$ cat src/rtl/mux2_rr_arbiter.sv
// rtl/mux2_rr_arbiter.sv - round-robin sequencer sharing one 2:1 mux output channel
// Break-before-make select changes, burst-capped grants, valid/ready sink side.
module mux2_rr_arbiter #(
  parameter int WIDTH      = 8,
  parameter int MAX_BURST  = 4,
  parameter int TURNAROUND = 1
) (
  input  logic             clk,
  input  logic             rst_n,
  input  logic             req0,
  input  logic             req1,
  input  logic [WIDTH-1:0] data0,
  input  logic [WIDTH-1:0] data1,
  output logic             gnt0,
  output logic             gnt1,
  output logic             sel,
  output logic [WIDTH-1:0] out_data,
  output logic             out_valid,
  input  logic             out_ready,
  output logic             busy
);

  localparam int BW = (MAX_BURST > 1) ? $clog2(MAX_BURST) : 1;
  localparam int TW = (TURNAROUND > 1) ? $clog2(TURNAROUND) : 1;
  localparam logic [BW-1:0] BEAT_LAST = BW'(MAX_BURST - 1);
  localparam logic [TW-1:0] TURN_LAST = TW'((TURNAROUND > 0) ? (TURNAROUND - 1) : 0);

  typedef enum logic [1:0] {
    IDLE  = 2'd0,
    TURN  = 2'd1,
    GRANT = 2'd2
  } state_t;

  state_t        state, state_n;
  logic          w, w_n;
  logic          last, last_n;
  logic          sel_n;
  logic          pend, pend_n;
  logic          gnt0_n, gnt1_n;
  logic [BW-1:0] beat_cnt, beat_n;
  logic [TW-1:0] turn_cnt, turn_n;
  logic          req_w;
  logic          pick;
  logic          accept;

  assign req_w    = w ? req1 : req0;
  assign pick     = (req0 && req1) ? ~last : req1;
  assign out_data = sel ? data1 : data0;
  assign out_valid = (state == GRANT) && req_w;
  assign accept   = out_valid && out_ready;
  assign busy     = (state != IDLE);

  always_ff @(posedge clk or negedge rst_n) begin
    if (!rst_n) begin
      state    <= IDLE;
      w        <= 1'b0;
      last     <= 1'b1;
      sel      <= 1'b0;
      pend     <= 1'b0;
      gnt0     <= 1'b0;
      gnt1     <= 1'b0;
      beat_cnt <= '0;
      turn_cnt <= '0;
    end else begin
      state    <= state_n;
      w        <= w_n;
      last     <= last_n;
      sel      <= sel_n;
      pend     <= pend_n;
      gnt0     <= gnt0_n;
      gnt1     <= gnt1_n;
      beat_cnt <= beat_n;
      turn_cnt <= turn_n;
    end
  end

  // pend marks the IDLE cycle right after sel moved: the mux output settles
  // before the turnaround window (if any) starts counting.
  always_comb begin
    state_n = state;
    w_n     = w;
    last_n  = last;
    sel_n   = sel;
    pend_n  = pend;
    beat_n  = beat_cnt;
    turn_n  = turn_cnt;
    case (state)
      IDLE: begin
        if (pend) begin
          pend_n = 1'b0;
          if (req_w) begin
            turn_n = '0;
            if (TURNAROUND == 0) state_n = GRANT;
            else                 state_n = TURN;
          end
        end else if (req0 || req1) begin
          w_n = pick;
          if (pick == sel) begin
            state_n = GRANT;
          end else begin
            sel_n  = pick;
            pend_n = 1'b1;
          end
        end
      end
      TURN: begin
        if (!req_w) begin
          state_n = IDLE;
        end else if (turn_cnt == TURN_LAST) begin
          state_n = GRANT;
          turn_n  = '0;
        end else begin
          turn_n = turn_cnt + 1'b1;
        end
      end
      GRANT: begin
        if (!req_w || (accept && (beat_cnt == BEAT_LAST))) begin
          state_n = IDLE;
          beat_n  = '0;
          last_n  = w;
        end else if (accept) begin
          beat_n = beat_cnt + 1'b1;
        end
      end
      default: begin
        state_n = IDLE;
        pend_n  = 1'b0;
        beat_n  = '0;
        turn_n  = '0;
      end
    endcase
    gnt0_n = (state_n == GRANT) && !w_n;
    gnt1_n = (state_n == GRANT) &&  w_n;
  end

endmodule

$ cat config.mk
export PLATFORM = sky130hd
export DESIGN_NAME = mux2_rr_arbiter
export DESIGN_NICKNAME = d
export VERILOG_FILES = /design/src/rtl/mux2_rr_arbiter.sv
export SDC_FILE = /design/constraint.sdc
export NUM_CORES = 1
export LEC_CHECK = 0
export CAP_MARGIN = 20
export CORE_MARGIN = 10
export CORE_UTILIZATION = 40
export DETAILED_ROUTE_END_ITERATION = 10
export GPL_TIMING_DRIVEN = 1
export PLACE_DENSITY = 0.78
export SYNTH_ARGS = -nofsm -noshare
export SYNTH_HDL_FRONTEND = slang
export SYNTH_SLANG_ARGS = --single-unit
$ cat constraint.sdc
create_clock -name clk -period 1.8 [get_ports clk]
set_input_delay 0.36 -clock clk [delete_from_list [all_inputs] [get_ports clk]]
set_output_delay 0.36 -clock clk [all_outputs]
set_load 0.01 [all_outputs]
==> impl_summary.txt <==
----------------------------------------------------
[Outcome]
  Result of the run ... finished clean

[Die]
  Cell Rows ... 15
  Die width ... 62.89 um
  Top-level I/O count ... 34
  Initial Util ... ~43%
  Die area ... approximately 0.0040 mm2
  Core Box Area ... 0.001727 mm2
  Die height ... 62.89 um

[STA]
  WHS ... 0.4006 ns
  Worst-Margin Slew ... about 0.46 ns
  Sum Neg Setup Slack ... 0 ns
  Share of the cycle needed by the critical path after routing ... a little over nine tenths
  Number of pins with negative max-slew slack in the final report ... 0
  RSZ-0062 raised after global routing ... no
  Worst max-slew margin expressed relative to the limit ... 69.20%
  Final setup violation count ... 0
  Maximum clock frequency ... 573.9 MHz
  Minimum period implied by the final worst setup slack ... 1.743 ns
  Worst setup skew after layout ... 0.002225 ns
  Worst-case setup margin in the final layout ... 0.05742 ns
  Final Hold Fails ... 0

[Layout]
  Post-synthesis to final-layout area growth ... 68.88%
  Post-layout nets ... 150
  Share of layout cells above drive strength 1 ... between 20 and 30%
  Diode insertion count for antenna repair ... 0

[Power]
  Worst voltage drop across the vdd grid ... just under 0.7 mV
  Power share of the sequential group ... 23.0%
  Areal power density over the cells ... 1367 mW/mm2
  Net Sw Power ... ~650 uW
  Comb power frac ... 64.6%
  Total internal power ... ~1100 uW
  Part of the power in the clock network ... 12.4%
  Switching Share ... 38.13%
  Static Leak ... 0.0005677 uW

[Synth]
  Post-synthesis instance total ... 73
  Synthesized area divided by synthesized cell count ... 10.08 um2
  Dominant combinational cell family by area after synthesis ... compound AO/OA/AOI/OAI gates
  Xor and xnor fraction of the mapped netlist area ... 0%
  Share of cell area taken by muxes after synthesis ... 17.18%
  Top cell type's share of synthesized area ... 30.61%
  Syn nets ... about 100
  Synth Area in Simple Gates ... 17.69%
  Synthesized area ... 735.7 um2
  Adder-cell share of the synthesized area ... 8.503%
  Number of synthesized flops with an enable pin ... 0
  Post-synthesis register bit count ... 10
  Most area-hungry cell type in the Yosys netlist ... sky130_fd_sc_hd__dfrtp_1
  Total number of yosys warnings ... 0
  Compound-cell area share of the yosys netlist ... 18.37%
  Unique masters post-synth ... 32
  Top cells by area in the synthesized netlist ... sky130_fd_sc_hd__dfrtp_1, sky130_fd_sc_hd__mux2_2, sky130_fd_sc_hd__ha_1
  Predominant post-synthesis flop cell ... sky130_fd_sc_hd__dfrtp_1
  Part of the Yosys area used for sequential elements ... about 34%
  Share of async-settable or async-resettable flops after synthesis ... between 90% and 100%

[Run]
  Max-capacitance violation count ... 0

[Drt]
  TritonRoute pass-1 iters ... 4
  Drt total wl ... 2053 um
  DR iter-0 viols ... 20
  Number of DRC violations after detailed routing ... 0
  Per-cell routed wire length ... 13.87 um
  Number of vias per cell after detailed routing ... 5.000
  Number of nets still failing antenna checks after routing ... 0
  Total vias in the final route ... 740

[Critical path]
  Category of the worst setup path capture point ... primary output
  Critical path fanouts, max ... 11
  WS Path Type ... reg2out
  Data arrival time of the critical path ... around 1.4 ns
  Delay contributed by the slowest stage of the critical path ... ~0.37 ns
  Worst endpoint required time ... 1.44 ns
  Worst setup SP type ... flip-flop
  Worst r2r src ... w
  Critical path cell sequence ... buf_12 > mux2_2 > dlygate4sd2_1
  Reg2Reg Depth ... 5
  Standard cell with the maximum stage delay on the critical path ... sky130_fd_sc_hd__dfrtp_1
  FF-to-FF setup slack ... around 0.13 ns
  Worst R2R End ... gnt1

[Clock tree]
  Number of buffers created by CTS ... 3
  Sinks on the clock net ... 10
  Clock Latency Late Sink ... 0.27 ns
  Clock tree from TritonCTS ... done
  Clock-pin slew reported for the worst setup and hold paths after clock tree synthesis ... 0.07 ns
  Clock tree buffer depth ... 2
  Cell at the root of the clock tree ... sky130_fd_sc_hd__clkbuf_4
  Number of levels in the clock H-tree ... 1

[Global routing]
  Initial antenna violation count ... 0
  Wire length of the first global-routing pass ... about 3500 um
  Vias in the first global route ... 781
  Congestion Overflow GR ... 0
  Gr usage total ... 11.14%
  Pin count of the biggest net entering global routing ... 15

[Placed design]
  Post-placement setup slack ... -0.2287 ns
  I/O Buffers ... 33
  Routability Congestion ... 0.8695
  Half-perimeter wire length after detailed placement ... 1724 um

[Worst hold path]
  Type of the most critical hold path ... in2async

----------------------------------------------------
[sequential cells by signal (all words and copies together) (netlist names)]
register  cells
beat_cnt      2
state         2
sel           1
last          1
w             1
gnt0          1
gnt1          1
pend          1
[layer usage]
metal  track usage (%)  routed length, um
met5                 0                  0
met4             6.704                 49
met1             10.72                788
met3             8.781                322
met2             16.37                893
[Yosys cell counts (all sizes together) (2+ instances only)]
library cell	instances
ha	5
mux2	10
nand4	2
nor3b	2
dfrtp	9
nand2b	2
nor2b	3
inv	7
o21ai	5
nor2	3
o22ai	2
nand2	7
[power groups by stage]
stage	registers [uW]	logic, uW	clock network, uW
after floorplan	393	600	0
after global placement	389	1090	0
after global routing	401	1220	231
final	391	1100	211
after detailed placement	393	1110	0
after CTS	389	1070	217
[layout by cell type (no fill, tap or decap), drive strengths merged, types with 3 or more instances in the layout]
cell type | Yosys | routed
inv | 7 | 7
clkdlybuf4s50 | 0 | 23
buf | 1 | 14
ha | 5 | 5
o21ai | 5 | 5
clkbuf | 0 | 5
clkdlybuf4s15 | 0 | 7
nor2 | 3 | 3
nor2b | 3 | 3
nand2 | 7 | 7
dfrtp | 9 | 9
mux2 | 10 | 10
[critical path: cells and delay by family (launching register included)]
family / cells / cell delay (ns)
buffers and inverters: 2 / 0.41
flip-flops: 1 / 0.37
multiplexers: 1 / 0.32
[cell families (layout without fill, tap and decap cells)]
family                   after synthesis  count (layout)
AND/OR/NAND/NOR                       23              23
buffers and inverters                  8              58
flip-flops                            10              10
adder cells (fa/ha/maj)                5               5
multiplexers                          11              11
AO/OA/AOI/OAI                         16              16
[per-stage QoR]
stage          std cells  total power (uW)  util [%]  area [um2]
2_1_floorplan         73             993.6         -       735.7
3_3_place_gp         142              1479     69.28        1196
3_5_place_dp         142              1503     69.28        1196
4_1_cts              146              1675     70.87        1224
5_1_grt              148              1848     71.96        1242
6_report             148              1698     71.96        1242
[timing repair]
item	in CTS	in global routing
cloned	0	0
resized for setup	12	8
setup endpoints to repair	10	9
buffers inserted	0	2
hold buffers	0	0
endpoints found under the hold margin	0	0
[how the worst max path moves through the flow]
stage,startpoint,to
floorplan,state[1],gnt1
global placement,req0,out_valid
detailed placement,req0,out_valid
CTS,sel,out_data[7]
global route,sel,out_data[4]
finish,sel,out_data[4]
[cell type report]
class / count / area (um2)
fill: 135 / 484.2
timing repair buffer: 47 / 440.4
clock buffer: 4 / 36.28
inverter: 7 / 26.28
sequential: 10 / 251.5
tap: 25 / 31.28
multi-input combinational: 55 / 456.7
Power figures use the tool's default switching activity.
